`src/rtl/seg7_scan.sv`:
```
// ---------------------------------------------------------------------------
// seg7_scan
//   Time-multiplexed driver for a 4-digit common-anode 7-segment display
//   (MM:SS). Each digit gets one scan slot of SCAN_DIV+1 clocks. The first
//   BLANK_CYC clocks of a slot are blanked to suppress ghosting. The BCD
//   input is shadowed once per frame so that a frame is never torn. The
//   decimal point of the tens-of-seconds digit serves as a blinking colon.
//
// Parameters
//   SCAN_DIV   scan-timer terminal count (slot = SCAN_DIV+1 clocks)
//   BLANK_CYC  blank clocks at the start of each slot (0 < BLANK_CYC < SCAN_DIV)
//   HALF_SEC   blink-timer terminal count (blink phase = HALF_SEC+1 clocks)
//
// Ports
//   clk       system clock, rising edge
//   rst       asynchronous reset, active-low
//   disp_num  BCD {tens-min, min, tens-sec, sec}
//   lzb_en    1 = blank the tens-of-minutes digit when it is zero
//   sel       digit enables, active-low, bit0 = seconds digit
//   seg       segments, active-low, {dp,g,f,e,d,c,b,a}
// ---------------------------------------------------------------------------
module seg7_scan #(
  parameter logic [24:0] SCAN_DIV  = 25'd24_999,
  parameter logic [24:0] BLANK_CYC = 25'd250,
  parameter logic [24:0] HALF_SEC  = 25'd12_499_999
) (
  input  logic        clk,
  input  logic        rst,
  input  logic [15:0] disp_num,
  input  logic        lzb_en,
  output logic [3:0]  sel,
  output logic [7:0]  seg
);

  logic [24:0] cnt;
  logic [1:0]  idx;
  logic [15:0] shd;
  logic [24:0] blink_cnt;
  logic        phase;

  logic        tick;
  logic        blink_wrap;
  logic [3:0]  nib;
  logic [3:0]  sel_dec;
  logic [7:0]  dec;
  logic        blank;
  logic        colon_on;
  logic [3:0]  sel_nxt;
  logic [7:0]  seg_nxt;

  assign tick       = (cnt == SCAN_DIV);
  assign blink_wrap = (blink_cnt == HALF_SEC);

  // Next-output logic: everything here is a function of the current register
  // state (plus the live lzb_en), and is registered into sel/seg below.
  always_comb begin
    nib     = 4'h0;
    sel_dec = 4'hF;
    case (idx)
      2'd0: begin nib = shd[3:0];   sel_dec = 4'b1110; end
      2'd1: begin nib = shd[7:4];   sel_dec = 4'b1101; end
      2'd2: begin nib = shd[11:8];  sel_dec = 4'b1011; end
      2'd3: begin nib = shd[15:12]; sel_dec = 4'b0111; end
      default: begin nib = 4'h0;    sel_dec = 4'hF;    end
    endcase

    // Active-low patterns with dp off; non-BCD nibbles show a dash.
    case (nib)
      4'd0:    dec = 8'hC0;
      4'd1:    dec = 8'hF9;
      4'd2:    dec = 8'hA4;
      4'd3:    dec = 8'hB0;
      4'd4:    dec = 8'h99;
      4'd5:    dec = 8'h92;
      4'd6:    dec = 8'h82;
      4'd7:    dec = 8'hF8;
      4'd8:    dec = 8'h80;
      4'd9:    dec = 8'h90;
      default: dec = 8'hBF;
    endcase

    // Anti-ghost blank window, or a suppressed leading zero (whole slot).
    blank    = (cnt < BLANK_CYC) ||
               (lzb_en && (idx == 2'd3) && (shd[15:12] == 4'h0));
    colon_on = (idx == 2'd2) && phase;

    sel_nxt = 4'hF;
    seg_nxt = 8'hFF;
    if (!blank) begin
      sel_nxt = sel_dec;
      seg_nxt = {~colon_on, dec[6:0]};
    end
  end

  always_ff @(posedge clk or negedge rst) begin
    if (!rst) begin
      cnt       <= '0;
      idx       <= 2'd0;
      shd       <= 16'h0000;
      blink_cnt <= '0;
      phase     <= 1'b0;
      sel       <= 4'hF;
      seg       <= 8'hFF;
    end else begin
      cnt <= tick ? 25'd0 : cnt + 25'd1;
      if (tick) begin
        idx <= idx + 2'd1;
        // Frame boundary: latch the next frame's digits in one go.
        if (idx == 2'd3) shd <= disp_num;
      end

      if (blink_wrap) begin
        blink_cnt <= '0;
        phase     <= ~phase;
      end else begin
        blink_cnt <= blink_cnt + 25'd1;
      end

      sel <= sel_nxt;
      seg <= seg_nxt;
    end
  end

endmodule

```
`config.mk`:
```
export PLATFORM = sky130hd
export DESIGN_NAME = seg7_scan
export DESIGN_NICKNAME = d
export VERILOG_FILES = /design/src/rtl/seg7_scan.sv
export SDC_FILE = /design/constraint.sdc
export NUM_CORES = 1
export LEC_CHECK = 0
export CAP_MARGIN = 20
export CORE_ASPECT_RATIO = 0.5
export CORE_UTILIZATION = 31
export CTS_BUF_LIST = sky130_fd_sc_hd__clkbuf_4
export CTS_CLUSTER_SIZE = 12
export DETAILED_ROUTE_END_ITERATION = 16
export GPL_TIMING_DRIVEN = 0
export PLACE_DENSITY = 0.56
export SYNTH_ARGS = -nofsm -noshare
export SYNTH_HDL_FRONTEND = slang
export SYNTH_SLANG_ARGS = --single-unit
```
`constraint.sdc`:
```
create_clock -name clk -period 6.65 [get_ports clk]
set_input_delay 1.33 -clock clk [delete_from_list [all_inputs] [get_ports clk]]
set_output_delay 1.33 -clock clk [all_outputs]
set_load 0.1 [all_outputs]
```
======== Word level (Yosys, flattened, before mapping) ========
Memory sizes are Yosys's and may differ from the RTL's.
Cells that the tools add are included.
cells by class
  add/sub/neg operators ................... 3
  magnitude comparators ................... 1
  equal/unequal tests ..................... 5
  muxes and demuxes ....................... 6
  bitwise gates (word level) .............. 2
  reduce and logical (&&, ||, !) cells .... 7
operators with widths
  operator                                                     number
  adder 25 x 1 -> 25 bit, second input constant                2
  2-to-1 mux 25 bit                                            2
  case mux 4 bit (4 select lines)                              2
  == test 25 x 15 -> 1 bit, second input constant              1
  == test 25 x 24 -> 1 bit, second input constant              1
  less-than comparator 25 x 8 -> 1 bit, second input constant  1
  2-to-1 mux 8 bit                                             1
  == test 2 bit, second input constant                         2
  zero test 4 bit                                              1
  2-to-1 mux 4 bit                                             1
  logical AND 1 bit                                            3
  adder 2 x 1 -> 2 bit, second input constant                  1
  == test 2 x 1 -> 1 bit, second input constant                1
  zero test 2 bit                                              1
  inverter 1 bit                                               2
  AND reduction 2 bit                                          1
  logical OR 1 bit                                             1
storage, ports and cells
  register bits after elaboration ......... 81
  bits in read-only memories .............. 112
  input bits .............................. 19
  word-level logic and storage cells ...... 32
  memories kept ........................... 1
memory list
  memory            depth  bits a word  read ports  clocked after memory_dff  write ports  RTL line  RTL
  (name not given)  16     7            1           0                         0            68        case (nib)

======== Depth between registers and ports, before layout ========
Gate-level depths: netlist (run 1).
  depth in word-level cells ............... 5
  gate-level depth with buffers ........... 11
  mapped depth without buffers ............ 10

======== Least setup slack after synthesis (run 1) ========
No wires, ideal clock.
  kind .................................... register to register
  start point ............................. reg idx[0]
  end point ............................... reg seg[3]
  arrival ................................. 2.103 ns
  required time ........................... 6.550 ns
  setup slack ............................. 4.447 ns
  stages on the path, launching flop included .. 10
  path buffers ............................ 1
  period minus slack after synthesis ...... 2.203 ns
  cell sequence ........................... dfrtp_1 -> ha_1 -> buf_2 -> a222oi_1 -> a21oi_1 -> ha_1 -> o21ai_0 -> nand2_1 -> o21ai_0 -> nand4_1
on the way
  cells in the longest elaborated chain, start to end .. 5
  elaborated cells between the ends (all ways) .. 10
ends and longest elaborated chain
  item                                                                              RTL line  RTL
  start, declared                                                                   36        logic [1:0] idx;
  start signal, assigned                                                            107       idx <= idx + 2'd1;
  parallel branches: the longest is 4 deep, another holds memory read (16 x 7 bit)  -
  2-to-1 mux 8 bit *                                                                89        if (!blank) begin
  named net seg_nxt[3]                                                              49        logic [7:0] seg_nxt;
  end signal, assigned                                                              120       seg <= seg_nxt;
  end, declared                                                                     32        output logic [7:0] seg
Mark *: on every way through the listed nets, which the timed path passes.
A chain may end at the register's enable or synchronous reset.

======== Final worst setup path (run 1) ========
  start point ............................. reg seg[7]
  end point ............................... out seg[7]
No word-level cell between the ends.

==> results of run 1 <==
-- through the flow --
stage	area [um^2]	total power [mW]
finish	4620	0.851
global route	4620	0.890
CTS	4620	0.866
detailed placement	4470	0.550
global placement	4450	0.548
floorplan	3940	0.523
-- logic make-up after synthesis --
group | Yosys count | synth area share
AO/OA/AOI/OAI | 48 | 0.0803
XOR/XNOR | 39 | 0.0866
adder cells (fa/ha/maj) | 9 | 0.0286
buffers and inverters | 23 | 0.0267
flip-flops | 81 | 0.518
multiplexers | 18 | 0.0511
AND/OR/NAND/NOR | 139 | 0.209
-- routing by layer --
| metal | share of wire | up-vias | GRT usage |
|---|---|---|---|
| met5 | 0 | - | 0 |
| met4 | 0.0060 | 0 | 0.0425 |
| met3 | 0.023 | 6 | 0.0389 |
| met2 | 0.49 | 31 | 0.224 |
| met1 | 0.48 | 1368 | 0.161 |
| li1 | - | 1390 | - |
-- worst register-to-register path: stages, from the launching register on --
cell,delay [ps]
dfrtp_1,420
ha_1,190
buf_2,180
a222oi_1,660
a21oi_1,240
ha_1,380
o21ai_0,150
nand2_1,60
o21ai_0,80
nand4_1,110
-- layout make-up --
type / instances / area, um^2 / area share
multi-input combinational: 253 / 1800 / 0.389
tap: 165 / 206 / 0.0447
timing repair buffer: 31 / 325 / 0.0704
sequential: 81 / 2040 / 0.442
clock inverter: 5 / 71.3 / 0.0154
clock buffer: 10 / 75.1 / 0.0162
inverter: 14 / 52.6 / 0.0114
buffer: 9 / 52.6 / 0.0114
-- flip-flops by register name (all words and copies together), names as in the netlist --
| register | flops |
|---|---|
| blink_cnt | 25 |
| cnt | 25 |
| shd | 16 |
| seg | 8 |
| sel | 4 |
| idx | 2 |
| phase | 1 |
-- where the power goes --
part	switching [mW]	internal, mW	leakage [nW]
logic	0.0184	0.0190	0.793
clock network	0.159	0.151	0.0790
registers	0.00467	0.498	1.02
total	0.182	0.668	1.90
-- placed cells by master, fill, tap and decap left out, drive strengths merged, types with 2 or more instances in the layout --
cell type,Yosys,final
clkdlybuf4s50,0,29
and2,2,2
nor3,6,6
dfrtp,69,69
clkbuf,4,14
o21ai,14,14
nand3,19,19
bufinv,0,2
nor4,11,11
o31ai,4,4
and3,4,4
mux2,17,17
a21oi,12,12
dfstp,12,12
a21o,2,2
ha,9,9
nor3b,2,2
a31oi,2,2
nand2,25,25
xor2,11,11
or4,3,3
nand3b,2,2
and4,10,10
nor2,22,22
inv,14,14
buf,5,7
xnor2,28,28
a222oi,4,4
nor2b,6,6
nand4,20,20
or3,5,5
clkinv,0,3
-- worst paths after layout --
kind | from | end | depth (start not counted) | slack [ps]
max reg2reg | idx[0]$_DFFE_PN0N_ | seg[3]$_DFF_PN1_ | 9 | 4070
min reg2reg | phase$_DFFE_PN0N_ | seg[7]$_DFF_PN1_ | 1 | 470
max in group asynchronous | rst | seg[7]$_DFF_PN1_ | 2 | 5310
max | seg[7]$_DFF_PN1_ | seg[7] | 1 | 3230
min | phase$_DFFE_PN0N_ | seg[7]$_DFF_PN1_ | 1 | 470
min in group asynchronous | rst | cnt[14]$_DFF_PN0_ | 1 | 730
==> impl_metrics.env, run 1 <==
export IMPL_outcome="completed"
export IMPL_synth_warning_count=0
export IMPL_drt_iter0_drc=121
export IMPL_postSynth_asyncResetShare=1.00
export IMPL_dr_total_vias=2795
export IMPL_drive_above_1_share=0.149
export IMPL_worst_path_buf_inv=1
export IMPL_grt_ovfl_total=0
export IMPL_ir_worst_vdd_uv=70.2
export IMPL_min_path_type="flip-flop to flip-flop"
export IMPL_postCtsHoldBufs=0
export IMPL_finalSetupViolations=0
export IMPL_p_leak_nw=1.90
export IMPL_synth_cells_most_frequent="dfrtp_1 (69), xnor2_1 (28), nand2_1 (25)"
export IMPL_min_period_over_period=0.514
export IMPL_data_arrival_at_the_endpoint_of_the_critical_path_ps=2090
export IMPL_post_route_min_period_ps=3420
export IMPL_stdcell_count=568
export IMPL_cpMaxStageDelayCell="clkdlybuf4s50_1"
export IMPL_synth_yosys_seq_area_share=0.518
export IMPL_maxCapViolations=0
export IMPL_ys_ff_latch=81
export IMPL_antenna_cells_inserted=0
export IMPL_fin_util=0.382
export IMPL_grt_antenna_before_repair=0
export IMPL_timing_final_ws_setup_ps=3230
export IMPL_place_hpwl_um=5660
export IMPL_grt_pass1_wl_um=13400
export IMPL_powerDensity_nw_per_um2=184
export IMPL_netlist_cell_type_count=52
export IMPL_design_final_nets=427
export IMPL_path_delay_family="buffers and inverters"
export IMPL_routed_wirelength_um=7880
export IMPL_maxSlewViolCount=0
export IMPL_ys_top_cells_by_area="dfrtp_1 (44%), dfstp_2 (8.0%), xnor2_1 (6.2%), mux2_2 (4.9%), nand4_1 (3.0%)"
export IMPL_number_of_i_o_port_buffers=30
export IMPL_tritoncts="built"
export IMPL_antenna_left=0
export IMPL_clock_sinks=81
export IMPL_routed_wire_length_per_instance_um=13.9
export IMPL_die_area_um2=13200
export IMPL_critPathKind="flip-flop to output pin"
export IMPL_cts_setup_buffers=0
export IMPL_cts_root_buf="clkbuf_4"
export IMPL_syn_cell_area_um2=3940
export IMPL_die_y_um=81.7
export IMPL_dp_cell_count=553
export IMPL_transition_time_of_the_tightest_slew_check_pin_ps=988
export IMPL_routabilityCongestion=0.848
export IMPL_postCtsResizedCells=0
export IMPL_viasPerCell=4.92
export IMPL_cp_required_ps=5320
export IMPL_clk_transition_reported_paths_ps=120
export IMPL_count_of_tritonroute_iterations_in_the_first_routing_pass=4
export IMPL_synthesis_area_per_instance_um2=11.0
export IMPL_yosys_cell_count_top_type="dfrtp_1"
export IMPL_number_of_fillers_in_the_final_layout=1199
export IMPL_endpoint_kind_of_the_worst_setup_timing_path="output pin"
export IMPL_holdWs_ps=467
export IMPL_grtUsageTotal=0.131
export IMPL_place_worst_setup_slack_ps=3670
export IMPL_clock_skew_ps=11.3
export IMPL_critical_path_cell_chain="clkdlybuf4s50_1"
export IMPL_clockBufferDepth=2
export IMPL_core_um2=12100
export IMPL_max_freq_mhz=292
export IMPL_clock_latency_ps=430
export IMPL_setup_tns_after_final_layout_ps=0
export IMPL_yosys_area_top_type="dfrtp_1"
export IMPL_critPathMaxFanout=1
export IMPL_synth_fp_nets=385
export IMPL_synth_enable_flop_cells=0
export IMPL_netlist_area_leader_share=0.438
export IMPL_max_stage_delay_ps=1120
export IMPL_die_width_um=161
export IMPL_first_global_vias=2755
export IMPL_ys_dominant_reg_cell="dfrtp_1"
export IMPL_cts_buffers_inserted=9
export IMPL_synth_cells=357
export IMPL_cts_max_level=3
export IMPL_floorplan_io_pins=31
export IMPL_hold_violations=0
export IMPL_floorplan_initialDensity=0.326
export IMPL_syn_to_final_growth_pct=17.2
export IMPL_drc=0
export IMPL_grt_setup_unrepaired="no"
export IMPL_grt_start_max_net_pins=71
export IMPL_crit_path_start_kind="flip-flop"
export IMPL_max_slew_margin=0.339
export IMPL_placement_rows=28
Note: power is estimated with default switching activity, not from simulation.
==> run 2, diff against run 1 <==
==> constraint.sdc (replaced) <==
create_clock -name clk -period 3.25 [get_ports clk]
set_input_delay 0.65 -clock clk [delete_from_list [all_inputs] [get_ports clk]]
set_output_delay 0.65 -clock clk [all_outputs]
set_load 0.1 [all_outputs]
==> results of run 2 <==
Same layout as run 1 (identical final DEF). Status: completed.
Among the figures that moved: setup slack after placement 3670 ps -> 734 ps; setup slack after layout 3230 ps -> 511 ps; hold slack 467 ps -> 51.6 ps; register-to-register setup slack 4070 ps -> 670 ps; total power 0.851 mW -> 1.74 mW; worst IR drop on VDD 70.2 uV -> 144 uV
==> run 3, diff against run 2 <==
--- a/config.mk
+++ b/config.mk
@@ -12,7 +12,7 @@
 export CTS_CLUSTER_SIZE = 12
 export DETAILED_ROUTE_END_ITERATION = 16
 export GPL_TIMING_DRIVEN = 0
-export PLACE_DENSITY = 0.56
+export PLACE_DENSITY = 0.57
 export SYNTH_ARGS = -nofsm -noshare
 export SYNTH_HDL_FRONTEND = slang
 export SYNTH_SLANG_ARGS = --single-unit
==> constraint.sdc (replaced) <==
create_clock -name clk -period 2.5 [get_ports clk]
set_input_delay 0.5 -clock clk [delete_from_list [all_inputs] [get_ports clk]]
set_output_delay 0.5 -clock clk [all_outputs]
set_load 0.1 [all_outputs]
==> run 3 against run 2 <==
Sequential power up 30%. Flip-flop and latch count unchanged. Total power up 26%. Clock skew up 4.4 ps. Combinational power up 31%. First-iteration DRC count up 30%. Register-to-register slack worse by 520 ps. Global-route usage down 0.12 points. Clock-buffer cell count unchanged. Largest cell class unchanged. Largest power group unchanged.
==> impl_metrics.env, run 3 (synthesis gave the netlist of run 1 again) <==
export IMPL_ir_worst_vdd_uv=198
export IMPL_antenna_left=0
export IMPL_outcome="completed"
export IMPL_first_global_vias=2737
export IMPL_comb_power_share=0.046
export IMPL_worstRegToRegCells=11
export IMPL_number_of_i_o_port_buffers=30
export IMPL_crit_path_start_kind="flip-flop"
export IMPL_endpoint_kind_of_the_worst_setup_timing_path="flip-flop"
export IMPL_finalSetupViolations=0
export IMPL_drt_iter0_drc=157
export IMPL_regToRegSetupSlack_ps=150
export IMPL_postPlaceCellArea_um2=4470
export IMPL_powerDensity_nw_per_um2=475
export IMPL_clock_skew_ps=15.7
export IMPL_clock_sinks=81
export IMPL_maxCapViolations=0
export IMPL_grt_ovfl_total=0
export IMPL_top_regs="blink_cnt (25), cnt (25), shd (16)"
export IMPL_transition_time_of_the_tightest_slew_check_pin_ps=975
export IMPL_clock_latency_ps=440
export IMPL_p_clk_frac=0.347
export IMPL_data_arrival_at_the_endpoint_of_the_critical_path_ps=2690
export IMPL_drive_above_1_share=0.162
export IMPL_holdWs_ps=435
export IMPL_max_freq_mhz=425
export IMPL_cts_max_level=3
export IMPL_p_switching_mw=0.514
export IMPL_place_hpwl_um=5680
export IMPL_design_final_nets=431
export IMPL_timing_final_ws_setup_ps=149
export IMPL_place_worst_setup_slack_ps=-35.3
export IMPL_multiInputGateArea_um2=1800
export IMPL_hold_violations=0
export IMPL_core_um2=12100
export IMPL_min_path_type="primary input to async pin"
export IMPL_grtUsageTotal=0.130
export IMPL_most_common_library_cell_in_the_layout_ignoring_fill_and_taps="dfrtp_1"
export IMPL_maxSlewViolCount=0
export IMPL_final_cell_mix="dfrtp_1 (69), xnor2_1 (28), nand2_1 (25), nor2_1 (22), nand4_1 (19)"
export IMPL_die_y_um=81.7
export IMPL_routed_wire_length_per_instance_um=13.7
export IMPL_fin_util=0.383
export IMPL_cts_root_buf="clkbuf_4"
export IMPL_routed_wirelength_um=7840
export IMPL_syn_to_final_growth_pct=17.5
export IMPL_post_route_min_period_ps=2350
export IMPL_count_of_tritonroute_iterations_in_the_first_routing_pass=7
export IMPL_p_seq_frac=0.608
export IMPL_die_area_um2=13200
export IMPL_power_switching_share=0.234
export IMPL_clk_transition_reported_paths_ps=130
export IMPL_number_of_fillers_in_the_final_layout=1233
export IMPL_drc=0
export IMPL_viasPerCell=5.00
export IMPL_max_slew_margin=0.352
export IMPL_final_design_area_no_fill_um2=4630
export IMPL_tritoncts="built"
export IMPL_critPathMaxFanout=6
export IMPL_grt_start_max_net_pins=71
export IMPL_grt_antenna_before_repair=0
export IMPL_clockBufferDepth=2
export IMPL_floorplan_io_pins=31
export IMPL_cp_required_ps=2840
export IMPL_min_period_over_period=0.940
export IMPL_routabilityCongestion=0.872
export IMPL_p_int_mw=1.69
export IMPL_die_width_um=161
export IMPL_report_power_total_mw=2.20
export IMPL_grt_pass1_wl_um=13300
export IMPL_critPathKind="flip-flop to flip-flop"
export IMPL_sequential_cell_area_um2=2040
export IMPL_cts_buffers_inserted=9
export IMPL_floorplan_initialDensity=0.326
export IMPL_dr_total_vias=2870
export IMPL_placement_rows=28
export IMPL_p_leak_nw=1.88
==> run 3: layout make-up <==
type | instances | area share
tap | 165 | 0.0446
sequential | 81 | 0.441
timing repair buffer | 35 | 0.0740
inverter | 14 | 0.0113
antenna | 1 | 0.000540
clock buffer | 10 | 0.0162
buffer | 9 | 0.0113
clock inverter | 6 | 0.0127
multi-input combinational | 253 | 0.388
==> run 3: worst paths after layout <==
path                               startpoint                to
max                        idx[1]$_DFFE_PN0N_  seg[3]$_DFF_PN1_
min                                       rst  cnt[4]$_DFF_PN0_
max reg2reg                idx[1]$_DFFE_PN0N_  seg[3]$_DFF_PN1_
min reg2reg                 phase$_DFFE_PN0N_  seg[7]$_DFF_PN1_
max in group asynchronous                 rst  sel[3]$_DFF_PN1_
min in group clk            phase$_DFFE_PN0N_  seg[7]$_DFF_PN1_
==> run 3: metrics by stage <==
| stage | TNS [ps] | instances |
|---|---|---|
| after CTS | 0 | 572 |
| after global routing | -7.52 | 573 |
| after detailed placement | -35.3 | 553 |
| after floorplan | 0 | 357 |
| final | 0 | 574 |
| after global placement | -151730 | 552 |
==> run 3: what timing repair did <==
| item | 4_1_cts | 5_1_grt |
|---|---|---|
| buffers inserted | 2 | 1 |
| gates resized for setup | 12 | 1 |
| pin swaps | 1 | 1 |
| hold buffers | 1 | 0 |
| endpoints found under the setup margin | 13 | 3 |
| hold endpoints to repair | 11 | 0 |
==> run 3: power by group through the flow <==
stage	clock network (mW)	logic [mW]	registers (mW)
after global routing	0.852	0.113	1.34
after floorplan	0	0.0345	1.36
after global placement	0	0.0969	1.36
after CTS	0.796	0.104	1.34
final	0.763	0.100	1.34
after detailed placement	0	0.103	1.36
==> run 3: worst max-delay path, cell delays in order, from the launching register on <==
cell and delay (ps):
dfrtp_1 420, inv_1 110, ha_1 310, a222oi_1 130, buf_4 160, a21oi_1 270
inv_1 110, ha_1 320, inv_1 60, a21oi_1 50, o21ai_0 200, nand4_1 120
==> run 3: metal layers <==
layer  GRT usage  vias up  routed length (um)
li1            -     1402                   -
met1       0.164     1423                3760
met2       0.216       35                3760
met3      0.0369       10                 227
met4      0.0443        0                  90
met5           0        -                   0
